===== src/rtl/alu_serial.sv =====
// Bit-serial 32-bit ALU: one result bit per cycle, LSB first, with a final
// cycle that resolves SLT and registers the flags. Start-to-done is 33 cycles.
module alu_serial (
    input  logic        clk,
    input  logic        rst_n,
    input  logic        start,
    input  logic [31:0] src1,
    input  logic [31:0] src2,
    input  logic [3:0]  ALU_control,
    output logic [31:0] result,
    output logic        zero,
    output logic        cout,
    output logic        overflow,
    output logic        busy,
    output logic        done
);

    typedef enum logic [1:0] {
        IDLE = 2'd0,
        RUN  = 2'd1,
        FIN  = 2'd2
    } state_t;

    state_t      r_state;
    logic [31:0] r_a;
    logic [31:0] r_b;
    logic [3:0]  r_ctrl;
    logic [4:0]  r_idx;
    logic        r_carry;
    logic        r_c31_in;
    logic        r_set;

    logic        w_supported;
    logic        w_arith;
    logic        w_slt;
    logic        w_a_bit;
    logic        w_b_bit;
    logic        w_sum;
    logic        w_carry_out;
    logic        w_res_raw;
    logic        w_res_bit;
    logic        w_ovf;
    logic [31:0] w_final;

    function automatic logic f_supported(input logic [3:0] ctrl);
        logic ok;
        case (ctrl)
            4'b0000, 4'b0001, 4'b0010, 4'b0110,
            4'b0111, 4'b1100, 4'b1101: ok = 1'b1;
            default:                   ok = 1'b0;
        endcase
        return ok;
    endfunction

    // Per-bit datapath for the bit currently selected by r_idx.
    always_comb begin
        w_supported = f_supported(r_ctrl);
        // Among supported codes, only ADD/SUB/SLT have operation bit 1 set.
        w_arith     = w_supported & r_ctrl[1];
        w_slt       = w_supported & (r_ctrl[1:0] == 2'b11);
        w_a_bit     = r_a[r_idx] ^ r_ctrl[3];
        w_b_bit     = r_b[r_idx] ^ r_ctrl[2];
        w_sum       = w_a_bit ^ w_b_bit ^ r_carry;
        w_carry_out = (w_a_bit & w_b_bit) | (r_carry & (w_a_bit ^ w_b_bit));
        case (r_ctrl[1:0])
            2'b00:   w_res_raw = w_a_bit & w_b_bit;
            2'b01:   w_res_raw = w_a_bit | w_b_bit;
            2'b10:   w_res_raw = w_sum;
            2'b11:   w_res_raw = 1'b0;
            default: w_res_raw = 1'b0;
        endcase
        w_res_bit = w_supported ? w_res_raw : 1'b0;
    end

    // Final-cycle result and overflow; SLT corrects the sign bit by overflow.
    always_comb begin
        w_ovf   = r_c31_in ^ r_carry;
        w_final = result;
        if (w_slt) begin
            w_final[0] = r_set ^ w_ovf;
        end else begin
            w_final[0] = result[0];
        end
    end

    // Control FSM, serial accumulation and registered outputs.
    always_ff @(posedge clk or negedge rst_n) begin
        if (!rst_n) begin
            r_state  <= IDLE;
            r_a      <= 32'd0;
            r_b      <= 32'd0;
            r_ctrl   <= 4'd0;
            r_idx    <= 5'd0;
            r_carry  <= 1'b0;
            r_c31_in <= 1'b0;
            r_set    <= 1'b0;
            result   <= 32'd0;
            zero     <= 1'b1;
            cout     <= 1'b0;
            overflow <= 1'b0;
            busy     <= 1'b0;
            done     <= 1'b0;
        end else begin
            done <= 1'b0;
            case (r_state)
                IDLE: begin
                    if (start) begin
                        r_a     <= src1;
                        r_b     <= src2;
                        r_ctrl  <= ALU_control;
                        r_idx   <= 5'd0;
                        r_carry <= ALU_control[2];
                        busy    <= 1'b1;
                        r_state <= RUN;
                    end else begin
                        r_state <= IDLE;
                    end
                end
                RUN: begin
                    result[r_idx] <= w_res_bit;
                    r_carry       <= w_carry_out;
                    if (r_idx == 5'd31) begin
                        r_c31_in <= r_carry;
                        r_set    <= w_sum;
                        r_state  <= FIN;
                    end else begin
                        r_idx <= r_idx + 5'd1;
                    end
                end
                FIN: begin
                    result   <= w_final;
                    // Unsupported codes report every flag as 0, zero included.
                    zero     <= w_supported ? (w_final == 32'd0) : 1'b0;
                    cout     <= w_arith ? r_carry : 1'b0;
                    overflow <= w_arith ? w_ovf : 1'b0;
                    done     <= 1'b1;
                    busy     <= 1'b0;
                    r_idx    <= 5'd0;
                    r_state  <= IDLE;
                end
                default: begin
                    busy    <= 1'b0;
                    r_idx   <= 5'd0;
                    r_state <= IDLE;
                end
            endcase
        end
    end

endmodule


===== config.mk =====
export PLATFORM = sky130hd
export DESIGN_NAME = alu_serial
export DESIGN_NICKNAME = d
export VERILOG_FILES = /design/src/rtl/alu_serial.sv
export SDC_FILE = /design/constraint.sdc
export NUM_CORES = 1
export LEC_CHECK = 0
export BUFFER_PORTS_ARGS = -buffer_cell sky130_fd_sc_hd__buf_2
export CAP_MARGIN = 20
export CORE_MARGIN = 10
export CORE_UTILIZATION = 40
export DETAILED_ROUTE_END_ITERATION = 8
export PLACE_DENSITY = 0.59
export SLEW_MARGIN = 20
export SYNTH_ARGS = -nofsm -noshare
export SYNTH_HDL_FRONTEND = slang
export SYNTH_SLANG_ARGS = --single-unit

===== constraint.sdc =====
create_clock -name clk -period 3.7 [get_ports clk]
set_clock_uncertainty 0.05 [all_clocks]
set_input_delay 1.11 -clock clk [delete_from_list [all_inputs] [get_ports clk]]
set_output_delay 1.11 -clock clk [all_outputs]
set_load 0.05 [all_outputs]

==> flow_summary.ini, run 1 <==
[cts]
cts-root-buf = clkbuf_16
htree_levels = 4
clk_latency_ps = 420
cts_buffers = 17
post_cts_buffers = 0
clock_path_buffers = 2
cts_sinks = 115
clkTransAtPathRegs_ps = 50
cts_tree = done

[place]
place_congestion = 0.821
portBuffers = 107
dpl_cell_area_um2 = 6380
place_hpwl_um = 10600

[synth]
synthArstFlopShare = 1.00
synth_warnings = 0
syn_area_um2 = 5620
ys.flop_type = dfrtp_1
synth_cell_types = 41
postSynthCellCount = 465
synth_area_per_cell_um2 = 12.1
synthesis.nets = 547
synth_edf_count = 0
synth_seq_cells = 115
ys_seq_area_frac = 0.513

[timing]
slew_headroom = 0.502
worst_slew_pin_slew_ps = 748
setup_violations = 0
setup_tns_ps = 0
fmax_ghz = 0.288
drv_slew = 0
period_needed_ps = 3470
hold_viol = 0
rsz0062_at_grt = no
fin_crit_sh = 0.937

[setup_path]
r2r_start = r_idx[3]$_DFFE_PN0P_
critPathTopFamily = simple AND/OR/NAND/NOR gates
rr_endpoint = result[31]$_DFFE_PN0P_
crit_top_cell = nand4_1
start_kind = register
path_cells = nor3_1 -> a22oi_1 -> nand4_1 -> xnor2_1 -> fa_1 -> mux2i_1 -> o22ai_1 -> nand4_1 -> buf_4 -> o41ai_1
crit_fanout = 31
r2r_cells = 10
worst_path_max_delay_cell = nor3_1
crit_arrival_ps = 3720
worstPathRequired_ps = 3950
rrSetupSlack_ps = 230
criticalPathCategory = register to register
cp.depth = 10
cp-endpoint = result[31]$_DFFE_PN0P_
critPathLaunch = r_idx[3]$_DFFE_PN0P_
critical_path_buf_inv_count = 1
critPathCaptureType = register
max_stage_delay_ps = 670

[global_route]
grt_pass1_vias = 4460
overflow = 0
grt_pass1_wl_um = 24300
grt_max_degree = 62
grt_antenna_before_repair = 0
grt_usage = 0.158

[cells_and_area]
final_common_cell = dfrtp_1
final_layout_size_suffix_gt1_frac = 0.418
final_nets = 653
postLayoutCellArea_um2 = 7050
fill_cells = 1208
antenna_cells = 0
area_delta_synth_final_pct = 25.6
final_cell_mix = 114 x dfrtp_1, 106 x buf_2, 70 x mux2_2, 39 x o21ai_0, 34 x a21oi_1

[min_path]
min-delay-start = zero$_DFFE_PN1P_
hp-class = register to register
min_delay_path_depth = 2

[pwr]
leakage_uw = 0.00316
ir_drop_mv = 0.467
cellPowerDensity_nw_per_um2 = 795

[routing]
drc = 0
via_count = 4211
dr.pass1.iters = 5
wl_um = 15000
drtAntennaViolNets = 0
wl_per_cell_um = 19.6
vias_per_cell = 5.51
drtIter0Drc = 344

[die]
pin_count = 108
die_y_um = 138
fp.dieArea_um2 = 19200
fp.coreArea_um2 = 13800
die_w_um = 138
floorplan.initialDensity = 0.406
rows = 43

[flow_run]
max_cap_viol_count = 0

[status]
status = finished, final reports clean
[metrics by stage]
stage	hold WS, ps	power [uW]	utilization	cells	setup WS, ps
finish	428	5610	0.510	764	231
global route	446	5930	0.510	764	2.79
CTS	434	5650	0.509	764	197
detailed placement	426	3770	0.461	732	227
global placement	418	3720	0.461	732	311
floorplan	420	3240	-	465	557
[routing by layer]
metal,wire (um),track usage
met5,0,0
met4,236,0.0560
met3,1070,0.0586
met2,6900,0.234
met1,6780,0.205
[worst reg2reg max path, cell delays in order, from the launching register on]
cell	delay, ps
dfrtp_1	610
nor3_1	670
a22oi_1	190
nand4_1	220
xnor2_1	130
fa_1	510
mux2i_1	70
o22ai_1	200
nand4_1	120
buf_4	260
o41ai_1	310
[state kept, by name, summed over array words and instances (netlist names)]
register / flops
r_ctrl: 4
overflow: 1
cout: 1
r_a: 32
r_state: 2
r_c31_in: 1
r_b: 32
busy: 1
r_set: 1
r_idx: 5
r_carry: 1
done: 1
result: 32
zero: 1
[synth_stat cells (2+ instances only)]
| cell type | count | share of area |
|---|---|---|
| mux2_2 | 70 | 0.14 |
| nand3_1 | 4 | 0.0036 |
| nor3_1 | 2 | 0.0018 |
| buf_2 | 6 | 0.0053 |
| nand2b_1 | 4 | 0.0045 |
| nor3b_1 | 5 | 0.0067 |
| nor4b_1 | 2 | 0.0031 |
| mux2i_1 | 4 | 0.0071 |
| nand2_1 | 12 | 0.0080 |
| or3_1 | 2 | 0.0022 |
| o21ai_0 | 39 | 0.035 |
| o31ai_1 | 28 | 0.037 |
| a21oi_1 | 34 | 0.030 |
| clkbuf_1 | 21 | 0.014 |
| inv_1 | 15 | 0.010 |
| dfrtp_1 | 114 | 0.51 |
| a22oi_1 | 10 | 0.013 |
| buf_1 | 9 | 0.0060 |
| nand4b_1 | 2 | 0.0031 |
| a31oi_1 | 5 | 0.0056 |
| and3b_1 | 3 | 0.0047 |
| o22ai_1 | 2 | 0.0022 |
| o41ai_1 | 4 | 0.0062 |
| xor2_1 | 2 | 0.0031 |
| nand4_1 | 5 | 0.0056 |
| ha_1 | 10 | 0.022 |
| nor4_1 | 7 | 0.0078 |
| xnor2_1 | 3 | 0.0047 |
| nor2b_1 | 5 | 0.0056 |
| mux4_2 | 15 | 0.060 |
| nor2_1 | 11 | 0.0074 |
[worst min-delay path by stage]
stage	to
3_5_place_dp	zero$_DFFE_PN1P_
6_report	zero$_DFFE_PN1P_
2_1_floorplan	r_b[21]$_DFFE_PN0P_
5_1_grt	zero$_DFFE_PN1P_
4_1_cts	zero$_DFFE_PN1P_
3_3_place_gp	zero$_DFFE_PN1P_
[layout make-up]
| type | instances | area [um2] | share of cell area |
|---|---|---|---|
| Sequential cell | 115 | 2880 | 0.408 |
| Clock buffer | 18 | 429 | 0.0608 |
| Clock inverter | 14 | 234 | 0.0332 |
| Timing Repair Buffer | 124 | 694 | 0.0984 |
| Tap cell | 180 | 225 | 0.0319 |
| Multi-Input combinational cell | 298 | 2540 | 0.360 |
| Inverter | 15 | 56.3 | 0.00798 |
[cells by family after synthesis]
| group | share of synthesized area |
|---|---|
| muxes | 0.212 |
| and+or+nand+nor | 0.0673 |
| DFF | 0.513 |
| buffers and inverters | 0.0374 |
| adders and majority gates | 0.0258 |
| xor gates and xnor gates | 0.0120 |
| AOI/OAI and AO/OA | 0.132 |
[report_power, final]
group / leakage [uW] / internal [uW] / switching [uW] / total [uW]
registers: 0.00144 / 1630 / 258 / 1890
clock network: 0.000324 / 1260 / 590 / 1850
logic: 0.00140 / 900 / 970 / 1870
[repair_timing]
item                                    in CTS  in global routing
endpoints found under the setup margin       0                  7
endpoints found under the hold margin        0                  0
gates resized for setup                      0                  2
hold buffers                                 0                  0
(Power assumes the default switching activity.)
==> inputs of run 2 (changes only) <==
--- a/config.mk
+++ b/config.mk
@@ -7,10 +7,13 @@
 export LEC_CHECK = 0
 export BUFFER_PORTS_ARGS = -buffer_cell sky130_fd_sc_hd__buf_2
 export CAP_MARGIN = 20
+export CELL_PAD_IN_SITES_DETAIL_PLACEMENT = 0
+export CELL_PAD_IN_SITES_GLOBAL_PLACEMENT = 2
 export CORE_MARGIN = 10
-export CORE_UTILIZATION = 40
+export CORE_UTILIZATION = 37
+export CTS_CLUSTER_DIAMETER = 200
 export DETAILED_ROUTE_END_ITERATION = 8
-export PLACE_DENSITY = 0.59
+export PLACE_DENSITY = 0.78
 export SLEW_MARGIN = 20
 export SYNTH_ARGS = -nofsm -noshare
 export SYNTH_HDL_FRONTEND = slang
==> flow_summary.ini, run 2 (same netlist as run 1, synthesis figures left out) <==
[status]
status = finished, final reports clean

[die]
fp.dieArea_um2 = 20500
die_w_um = 143
die_y_um = 143
rows = 44
fp.coreArea_um2 = 14700
pin_count = 108
floorplan.initialDensity = 0.382

[timing]
slew_headroom = 0.486
period_needed_ps = 3400
fmax_ghz = 0.294
worst_slew_pin_slew_ps = 772
worst_slack_ps = 300
setup_tns_ps = 0
setup_violations = 0
hold_viol = 0
holdWs_ps = 425
rsz0062_at_grt = no
fin_crit_sh = 0.919
drv_slew = 0

[cts]
cts-root-buf = clkbuf_16
cts_tree = done
htree_levels = 4
clock_path_buffers = 2
cts_sinks = 115
cts_buffers = 17
clk_latency_ps = 430
hold_buffers = 0
post_cts_buffers = 0
cts_resized = 0
clkTransAtPathRegs_ps = 50

[pwr]
p_sw_frac = 0.340
cellPowerDensity_nw_per_um2 = 767
seqPwrFrac = 0.353
clock_power_share = 0.291
power.switching_uw = 1810
p_comb_frac = 0.356
leakage_uw = 0.00309
p_int_uw = 3520
ir_drop_mv = 0.399

[routing]
wl_per_cell_um = 20.2
drtAntennaViolNets = 0
dr.pass1.iters = 4
wl_um = 15500
via_count = 4179
vias_per_cell = 5.45
drc = 0
drtIter0Drc = 262

[setup_path]
rr_endpoint = result[7]$_DFFE_PN0P_
worstPathRequired_ps = 3960
criticalPathCategory = register to register
r2r_start = r_idx[0]$_DFFE_PN0P_
r2r_cells = 11
crit_arrival_ps = 3660
rrSetupSlack_ps = 300
critPathCaptureType = register
crit_fanout = 31
start_kind = register

[cells_and_area]
final_cell_mix = 114 x dfrtp_1, 106 x buf_2, 70 x mux2_2, 39 x o21ai_0, 34 x a21oi_1
top_regs = r_a (32), r_b (32), result (32)
area_delta_synth_final_pct = 23.7
final_common_cell = dfrtp_1
final_layout_size_suffix_gt1_frac = 0.408
antenna_cells = 0
fill_cells = 1341
final_nets = 652
postLayoutCellArea_um2 = 6940

[min_path]
min-delay-start = zero$_DFFE_PN1P_
min_delay_path_depth = 2
hp-class = register to register
hold_end = zero$_DFFE_PN1P_

[place]
place_congestion = 0.805
pre_cts_ws_ps = 237
portBuffers = 107
dpl_cell_area_um2 = 6390
place_hpwl_um = 11000

[global_route]
grt_pass1_vias = 4486
grt_max_degree = 60
grt_usage = 0.156
grt_antenna_before_repair = 0
grt_pass1_wl_um = 24700
overflow = 0

[flow_run]
max_cap_viol_count = 0
==> run 2: stage by stage <==
step,utilization,total power [uW],instances
after floorplan,-,3240,465
after global placement,0.435,3750,735
after detailed placement,0.435,3810,735
after CTS,0.472,5370,767
after global routing,0.472,5650,767
final,0.472,5320,767
==> run 2: worst max-delay path, stage by stage, from the launching register on <==
cell,delay (ps)
dfrtp_1,380
buf_12,180
mux4_1,560
a22oi_1,200
nand4_1,240
xnor2_1,220
fa_1,520
mux2i_1,80
o22ai_1,200
nand4_1,110
buf_4,260
o41ai_1,280
==> run 2: final cells by class <==
cell class	count	area [um2]	area share
Clock inverter	10	110	0.0159
Timing Repair Buffer	123	696	0.100
Clock buffer	22	444	0.0640
Sequential cell	115	2880	0.415
Inverter	15	56.3	0.00811
Multi-Input combinational cell	298	2530	0.364
Tap cell	184	230	0.0332
==> run 2: per-layer routing <==
metal / global-route usage / share of wire / vias up
met5: 0 / 0 / -
met4: 0.0505 / 0.013 / 0
met3: 0.0617 / 0.082 / 19
met2: 0.235 / 0.46 / 140
met1: 0.200 / 0.45 / 2075
li1: - / - / 1945
==> run 2: how the worst max path moves through the flow <==
| stage | from | endpoint | cells past startpoint |
|---|---|---|---|
| finish | r_idx[0]$_DFFE_PN0P_ | result[7]$_DFFE_PN0P_ | 11 |
| CTS | r_idx[0]$_DFFE_PN0P_ | result[7]$_DFFE_PN0P_ | 11 |
| global placement | r_idx[0]$_DFFE_PN0P_ | result[7]$_DFFE_PN0P_ | 11 |
| global route | r_idx[0]$_DFFE_PN0P_ | result[23]$_DFFE_PN0P_ | 11 |
| detailed placement | r_idx[0]$_DFFE_PN0P_ | result[7]$_DFFE_PN0P_ | 11 |
| floorplan | r_idx[0]$_DFFE_PN0P_ | result[15]$_DFFE_PN0P_ | 11 |
==> run 2: power groups by stage <==
stage	sequential [uW]	combinational, uW	clock, uW
2_1_floorplan	1890	1350	0
4_1_cts	1880	1910	1580
3_5_place_dp	1900	1910	0
5_1_grt	1930	2070	1640
3_3_place_gp	1890	1860	0
6_report	1880	1890	1550
